`src/rtl/mem_access.sv`:
```
// mem_access: memory-access stage between EX/MEM and MEM/WB.
// Non-memory ops pass straight through. Loads and stores run one req/ack
// bus transaction under a three-state FSM that holds stallreq until the
// result is ready. Lanes are big-endian (addr[1:0]==0 is bits 31:24).
// Optional feature macro: MISALIGN_CHECK_EN. When defined, misaligned
// halfword/word accesses are flagged and suppressed. When undefined,
// the low address bits are forced aligned and the access proceeds.
module mem_access (
    input  logic        clk,
    input  logic        rst,
    input  logic [4:0]  mem_rw,
    input  logic        mem_wreg,
    input  logic [31:0] mem_wdata,
    input  logic        mem_whilo,
    input  logic [31:0] mem_hi,
    input  logic [31:0] mem_lo,
    input  logic [7:0]  mem_aluop,
    input  logic [31:0] mem_addr,
    input  logic [31:0] mem_sdata,
    output logic [4:0]  wb_rw,
    output logic        wb_wreg,
    output logic [31:0] wb_wdata,
    output logic        wb_whilo,
    output logic [31:0] wb_hi,
    output logic [31:0] wb_lo,
    output logic        stallreq,
    output logic        bus_req,
    output logic        bus_we,
    output logic [31:0] bus_addr,
    output logic [3:0]  bus_sel,
    output logic [31:0] bus_wdata,
    input  logic [31:0] bus_rdata,
    input  logic        bus_ack,
    output logic        misalign
);

    localparam logic [7:0] OP_LB  = 8'b1110_0000;
    localparam logic [7:0] OP_LH  = 8'b1110_0001;
    localparam logic [7:0] OP_LW  = 8'b1110_0011;
    localparam logic [7:0] OP_LBU = 8'b1110_0100;
    localparam logic [7:0] OP_LHU = 8'b1110_0101;
    localparam logic [7:0] OP_SB  = 8'b1110_1000;
    localparam logic [7:0] OP_SH  = 8'b1110_1001;
    localparam logic [7:0] OP_SW  = 8'b1110_1011;

    typedef enum logic [1:0] {IDLE, BUSY, DONE} state_t;

    state_t      state, state_nx;
    logic        is_load, is_store, sz_byte, sz_half, sz_word, ld_signed;
    logic        mis_raw, mem_go;
    logic [31:0] addr_eff;
    logic [3:0]  sel_c;
    logic [31:0] sdata_c;
    logic [31:0] rdata_q;

    // Pick the lane of the captured read word and sign/zero extend it.
    function automatic logic [31:0] load_ext(input logic [31:0] word,
                                             input logic [1:0]  a,
                                             input logic        is_byte,
                                             input logic        is_half,
                                             input logic        sgn);
        logic signed [7:0]  b;
        logic signed [15:0] h;
        logic signed [31:0] r;
        case (a)
            2'd0:    b = word[31:24];
            2'd1:    b = word[23:16];
            2'd2:    b = word[15:8];
            default: b = word[7:0];
        endcase
        h = a[1] ? word[15:0] : word[31:16];
        if (is_byte) begin
            if (sgn) begin
                r = b;
            end else begin
                r = {24'd0, b};
            end
        end else if (is_half) begin
            if (sgn) begin
                r = h;
            end else begin
                r = {16'd0, h};
            end
        end else begin
            r = word;
        end
        return r;
    endfunction

    // Decode the operation into direction, access size and signedness.
    always_comb begin
        is_load   = 1'b0;
        is_store  = 1'b0;
        sz_byte   = 1'b0;
        sz_half   = 1'b0;
        sz_word   = 1'b0;
        ld_signed = 1'b0;
        case (mem_aluop)
            OP_LB:   begin is_load = 1'b1;  sz_byte = 1'b1; ld_signed = 1'b1; end
            OP_LBU:  begin is_load = 1'b1;  sz_byte = 1'b1; end
            OP_LH:   begin is_load = 1'b1;  sz_half = 1'b1; ld_signed = 1'b1; end
            OP_LHU:  begin is_load = 1'b1;  sz_half = 1'b1; end
            OP_LW:   begin is_load = 1'b1;  sz_word = 1'b1; end
            OP_SB:   begin is_store = 1'b1; sz_byte = 1'b1; end
            OP_SH:   begin is_store = 1'b1; sz_half = 1'b1; end
            OP_SW:   begin is_store = 1'b1; sz_word = 1'b1; end
            default: ;
        endcase
    end

    // Alignment handling, lane enables and replicated store data.
    always_comb begin
        addr_eff = mem_addr;
`ifdef MISALIGN_CHECK_EN
        mis_raw = (sz_half & mem_addr[0]) | (sz_word & (mem_addr[1:0] != 2'b00));
`else
        mis_raw = 1'b0;
        if (sz_half) addr_eff[0] = 1'b0;
        if (sz_word) addr_eff[1:0] = 2'b00;
`endif
        mem_go  = (is_load | is_store) & ~mis_raw;
        sel_c   = 4'b1111;
        sdata_c = mem_sdata;
        if (sz_byte) begin
            sel_c   = 4'b1000 >> addr_eff[1:0];
            sdata_c = {4{mem_sdata[7:0]}};
        end else if (sz_half) begin
            sel_c   = addr_eff[1] ? 4'b0011 : 4'b1100;
            sdata_c = {2{mem_sdata[15:0]}};
        end
    end

    // FSM state register.
    always_ff @(posedge clk) begin
        if (rst) begin
            state <= IDLE;
        end else begin
            state <= state_nx;
        end
    end

    // FSM next state and stall request.
    always_comb begin
        state_nx = state;
        stallreq = 1'b0;
        case (state)
            IDLE:    if (mem_go)  state_nx = BUSY;
            BUSY:    if (bus_ack) state_nx = DONE;
            default: state_nx = IDLE;
        endcase
        if (!rst && mem_go && state != DONE) stallreq = 1'b1;
    end

    // Bus request fields: loaded on transaction start, held until ack.
    always_ff @(posedge clk) begin
        if (rst) begin
            bus_req   <= 1'b0;
            bus_we    <= 1'b0;
            bus_addr  <= 32'd0;
            bus_sel   <= 4'd0;
            bus_wdata <= 32'd0;
            rdata_q   <= 32'd0;
        end else if (state == IDLE && mem_go) begin
            bus_req   <= 1'b1;
            bus_we    <= is_store;
            bus_addr  <= {addr_eff[31:2], 2'b00};
            bus_sel   <= sel_c;
            bus_wdata <= sdata_c;
        end else if (state == BUSY && bus_ack) begin
            bus_req   <= 1'b0;
            rdata_q   <= bus_rdata;
        end
    end

    // Write-back mux: pass-through, load result, or store/misalign squash.
    always_comb begin
        wb_rw    = mem_rw;
        wb_wreg  = mem_wreg;
        wb_wdata = mem_wdata;
        wb_whilo = mem_whilo;
        wb_hi    = mem_hi;
        wb_lo    = mem_lo;
        if (is_load && !mis_raw) begin
            wb_wdata = load_ext(rdata_q, addr_eff[1:0], sz_byte, sz_half, ld_signed);
        end
        if (is_store || mis_raw) wb_wreg = 1'b0;
        if (rst) begin
            wb_rw    = 5'd0;
            wb_wreg  = 1'b0;
            wb_wdata = 32'd0;
            wb_whilo = 1'b0;
            wb_hi    = 32'd0;
            wb_lo    = 32'd0;
        end
    end

`ifdef MISALIGN_CHECK_EN
    assign misalign = ~rst & mis_raw;
`else
    assign misalign = 1'b0;
`endif

endmodule

```
`config.mk`:
```
export PLATFORM = sky130hd
export DESIGN_NAME = mem_access
export DESIGN_NICKNAME = d
export VERILOG_FILES = /design/src/rtl/mem_access.sv
export SDC_FILE = /design/constraint.sdc
export NUM_CORES = 1
export LEC_CHECK = 0
export ABC_AREA = 1
export CORE_AREA = 2 2 150 152
export CTS_CLUSTER_SIZE = 24
export DETAILED_ROUTE_END_ITERATION = 12
export DIE_AREA = 0 0 152 154
export HOLD_SLACK_MARGIN = 0.08
export PLACE_DENSITY = 0.72
export RECOVER_POWER = 25
export SYNTH_ARGS = -nofsm -noshare
export SYNTH_HDL_FRONTEND = slang
export SYNTH_SLANG_ARGS = --single-unit
```
`constraint.sdc`:
```
create_clock -name clk -period 3.5 [get_ports clk]
set_clock_uncertainty 0.1 [all_clocks]
set_input_delay 0.35 -clock clk [delete_from_list [all_inputs] [get_ports clk]]
set_output_delay 0.35 -clock clk [all_outputs]
set_load 0.005 [all_outputs]
```
== Word level (Yosys, flattened, before mapping) ==
Cells that the tools add are included.

* ROM bits: 0
* Output and inout port bits: 175
* Word-level logic and storage cells: 73
* Memory bits (writable): 0
* Latch bits: 0
* Bits in registers: 102
* Memories: 0

* Bitwise logic cells: 2
* Reduce and logical (&&, ||, !) cells: 16
* Multiply operators: 0
* Add/sub/neg operators: 0
* Div/mod/pow operators: 0
* $lt $le $gt $ge: 0
* Muxes and demuxes: 33
* Eq/ne operators: 14
* Shift operators: 1

{| class="wikitable"
|+ Operators with widths
! kind !! number
|-
| 32-bit two-way mux || 10
|-
| 8-bit equality test, second input constant || 8
|-
| 8-bit case mux with 3 select lines || 1
|-
| 16-bit two-way mux || 1
|-
| 1-bit two-way mux || 13
|-
| 4-bit two-way mux || 3
|-
| 3-bit OR reduction || 3
|-
| 2-bit two-way mux || 3
|-
| 2-bit inequality test, second input constant || 3
|-
| 5-bit two-way mux || 1
|-
| 5-bit OR reduction || 1
|-
| 2-bit by 1-bit equality test with 1-bit output, second input constant || 2
|-
| 1-bit logical AND || 4
|-
| 2-bit zero test || 2
|-
| 2-bit case mux with 2 select lines || 1
|-
| 2-bit AND reduction || 2
|-
| 2-bit OR reduction || 2
|-
| 4-bit by 2-bit >> shifter with 4-bit output, first input constant || 1
|-
| 2-bit equality test, second input constant || 1
|-
| 2-bit nonzero test || 1
|-
| 1-bit zero test || 1
|-
| 1-bit inverter || 1
|-
| 1-bit bitwise OR || 1
|}

== Longest topological paths before layout ==
* Depth in word-level cells: 11
* Depth in mapped cells: 15
* Mapped depth without buffers: 14

== Worst setup path before layout ==
Ideal clock, no wire load.

* Path kind: input to output
* From: in mem_aluop[4]
* To: out wb_wdata[11]
* Stages: 14
* Arrival time: 1.689 ns
* Path slack: 1.361 ns
* Path through: inv_1 nand2_1 nor2_4 nand2_2 nand2_2 inv_2 o21ai_4 nand2_1 nand2_1 nand3_2 nand2_4 buf_6 nand2_1 a21oi_1

* Cells in the longest elaborated chain, start to end: 11

{| class="wikitable"
|+ RTL lines
! element !! line !! text
|-
| start: declaration || 17 || <nowiki>input logic [7:0] mem_aluop,</nowiki>
|-
| 8-bit equality test || 98 || <nowiki>case (mem_aluop)</nowiki>
|-
| 3-bit OR reduction (no source line) || -- ||
|-
| 1-bit two-way mux || 98 ||
|-
| 1-bit two-way mux || 118 || <nowiki>if (sz_half) addr_eff[0] = 1'b0;</nowiki>
|-
| 2-bit two-way mux || 119 || <nowiki>if (sz_word) addr_eff[1:0] = 2'b00;</nowiki>
|-
| 2-bit equality test (tied with other cells) || 65 || <nowiki>case (a)</nowiki>
|-
| 8-bit case mux with 3 select lines || 65 ||
|-
| 32-bit two-way mux || 73 || <nowiki>if (sgn) begin</nowiki>
|-
| 32-bit two-way mux || 72 || <nowiki>if (is_byte) begin</nowiki>
|-
| 32-bit two-way mux * || 183 || <nowiki>if (is_load && !mis_raw) begin</nowiki>
|-
| 32-bit two-way mux * || 187 || <nowiki>if (rst) begin</nowiki>
|-
| end: declaration || 22 || <nowiki>output logic [31:0] wb_wdata,</nowiki>
|}

Every way passes the cells marked *; elsewhere a longest branch is shown, timed or not.

== Final worst setup path ==
* From: in mem_aluop[1]
* To: out wb_wdata[22]

Same word-level chain as after synthesis.

==> summary.txt <==
Clocking
  • CTS tree: done
  • Clock-pin slew on the worst setup and hold paths: 70 ps
  • H-Tree Level Count: 3
  • CTS root buffer: clkbuf_16
  • Clock sink total: approximately 100
  • Cts hold-fix bufs: 0
  • Clk Latency, worst-skew pair: roughly 350 ps
  • Clock Tree Buf Depth: 2
  • CTS Buf Count: 9

Timing
  • Final TNS setup: 0 ps
  • Setup-failing EPs final: 0
  • Minimum clock period: 3270 ps
  • Final period util: 0.935
  • RSZ-0062 raised after global routing: no
  • Fin. max-slew vios: 0
  • Fmax: roughly 300 MHz
  • Final hold viol count: 0
  • Slew headroom: 0.386
  • Worst-margin pin slew: between 900 and 1000 ps

Place
  • I/O Buffers: roughly 380
  • Final Wtd Congestion: ~0.9
  • DP Wirelength: approximately 20 mm
  • Cells after DPL: 1,554

Worst setup path
  • Critical Path End Type: primary output
  • CP max stage delay: ~530 ps
  • Worst r2r path cells: 7
  • CP most frequent cell: nand2_1
  • Slowest CP cell: clkdlybuf4s50_1
  • CP Class: input port to primary output
  • Reg-to-Reg End: rdata_q[18]$_SDFFE_PP0P_
  • Data required time at the worst endpoint: about 3100 ps
  • Critical-path cell list: clkdlybuf4s50_1 > nand2_1 > nor2_1 > o21ai_2 > nand2_2 > nand2_1 > nand3_1 > o31ai_2 > buf_4 > nor2_1 > nand2_1 > a21oi_1 > clkdlybuf4s50_1
  • CP Launch Type: input port
  • Reg2Reg Launch Point: state[0]$_SDFFE_PP0P_
  • CP Max Fanout: 16
  • Arrival @ worst endpoint: about 2800 ps
  • R2r setup slk: ~1200 ps

Yosys
  • Netlist cell types: 30
  • Post-synth EDFFs: 0
  • Top FF cell, synth: dfxtp_1
  • Most frequent cell after synthesis: nor2_1
  • Synth top area cells: dfxtp_1, nor2_1, o21ai_0
  • Async S/R FF share, synth: 0
  • Avg Inst Size Synth: approximately 6.2 µm²
  • Synth top area share: 0.353
  • Cell taking the most area after synthesis: dfxtp_1
  • Mapped Cells: between 900 and 1k
  • Seq cells post-synth: a little over 100
  • Post-synth top cells: nor2_1, nand2_1, o21ai_0
  • Post-synthesis cell area: a little under 6000 µm²
  • Sequential share of the synthesized area: 0.353
  • Number of synthesis warnings: 0

Job
  • Max-cap check violation count: 0

Power
  • Sw Pwr: approximately 740 µW
  • Flop pwr share: 0.414
  • VDD IR max: roughly 0.23 mV
  • Clock power share: 0.357
  • Combinational fraction of design power: 0.229
  • Int Pwr: roughly 2100 µW
  • Static leakage: about 0.0044 µW
  • PD cells: 285 nW/µm²
  • Net Sw Frac: 0.258

Floorplanning
  • Die Height: roughly 150 µm
  • Die Wd: roughly 150 µm
  • Initial Util: 0.267
  • DIE AREA: ~23,000 µm²
  • Row count: 54
  • Core Footprint: around 22,000 µm²
  • I/O Pins: just under 400

Routing
  • DR WL/cell: approximately 17 µm
  • Final wirelength: 26.5 mm
  • Drt first-iter violations: ~460
  • Post-route ant nets: 0
  • DR DRC count: 0
  • DR pass1 iterations: 6
  • Via density: 4.73
  • Via count: 7,429

GRT
  • Largest net degree at the start of global routing: approximately 90
  • Initial antenna violation count: 1
  • Grt ovf: 0
  • First-pass GRT wire length: slightly below 40 mm
  • Vias in the first global route: between 7k and 8k
  • Total GRT Usage: 0.215

Worst hold path
  • Worst hold path class: flip-flop to flip-flop
  • Hold depth: 2
  • Hold Crit Endpoint: bus_wdata[3]$_SDFFE_PP0P_
  • Hold path start: bus_wdata[3]$_SDFFE_PP0P_

Cells and area
  • Syn-to-layout area delta: 75.3%
  • NumNets Final: between 1k and 1.5k
  • Final non-filler cell total: 1,571
  • Fillers: approximately 2.2k
  • Core Util, Final: 0.467
  • Share of layout cells above drive strength 1: 0.0457

Outcome
  • Status: finished, final reports clean
## sequential cells by signal (all words and copies together) (netlist names)
name / flops
bus_req: 1
rdata_q: 32
bus_wdata: 32
bus_sel: 4
state: 2
bus_we: 1
bus_addr: 30
## metrics by stage
stage               setup WS, ps  cell area [µm²]  hold WS (ps)  power [µW]
floorplan                   1360             5790           344        1410
global placement             214             9830           353        1890
detailed placement           174             9830           361        1890
CTS                          173            10100           375        2940
global route                29.2            10100           391        3010
finish                       226            10100           366        2890
## critical path, delay by kind of cell
kind,cells,cell delay [ps]
AOI/OAI and AO/OA,3,380
and+or+nand+nor,7,820
buffers and inverters,3,1260
## routing by layer
| metal | wire length [µm] | global-route usage |
|---|---|---|
| met2 | 12700 | 0.373 |
| met5 | 13 | 0 |
| met1 | 10400 | 0.238 |
| met3 | 2260 | 0.0722 |
| met4 | 1040 | 0.0997 |
## kinds of logic (layout without fill, tap and decap cells)
kind of cell | count (synthesis) | count (layout) | share of synthesized area
AOI/OAI and AO/OA | 266 | 266 | 0.248
DFF | 102 | 102 | 0.353
other | 1 | 4 | 0.000649
buffers and inverters | 190 | 541 | 0.133
and+or+nand+nor | 378 | 378 | 0.265
## power groups by stage
stage,registers (µW),logic (µW),clock network (µW)
6_report,1200,661,1030
5_1_grt,1200,715,1100
4_1_cts,1200,672,1070
3_5_place_dp,1220,668,0
3_3_place_gp,1220,666,0
2_1_floorplan,1220,191,0
## final cells by class
cell class	instances	area (µm²)	area share
repair buffers	403	4010	0.396
multi-input cells	647	2980	0.294
flip-flops and latches	102	2040	0.201
inverters	123	464	0.0458
well taps	280	350	0.0346
clock buffers	10	229	0.0226
clock inverters	5	57.6	0.00568
diodes	1	2.50	0.000247
## how the worst max path moves through the flow
stage	endpoint	cells past startpoint	startpoint	slack [ps]
6_report	wb_wdata[22]	13	mem_aluop[1]	230
5_1_grt	wb_wdata[28]	13	mem_aluop[7]	30
4_1_cts	wb_wdata[12]	13	mem_aluop[3]	170
3_5_place_dp	wb_wdata[12]	13	mem_aluop[3]	170
3_3_place_gp	wb_wdata[15]	13	mem_aluop[3]	210
2_1_floorplan	wb_wdata[11]	14	mem_aluop[4]	1360
## placed cells by master, fill, tap and decap left out, drive strengths merged
cell / n
clkdlybuf4s50: 313
nor2: 177
nand2: 167
inv: 124
o21ai: 123
a21oi: 107
dfxtp: 102
dlygate4sd3: 67
buf: 22
nand3: 21
o211ai: 14
a31oi: 12
clkbuf: 11
nand4: 9
a2bb2oi: 8
nor3: 4
conb: 3
clkinv: 3
diode: 1
o31ai: 1
a211oi: 1
bufinv: 1
## repair_timing
| action | in CTS | in global routing |
|---|---|---|
| setup buffers | 0 | 1 |
| setup endpoints to repair | 0 | 7 |
| gates resized for setup | 0 | 2 |
Note: power is estimated with default switching activity, not from simulation.
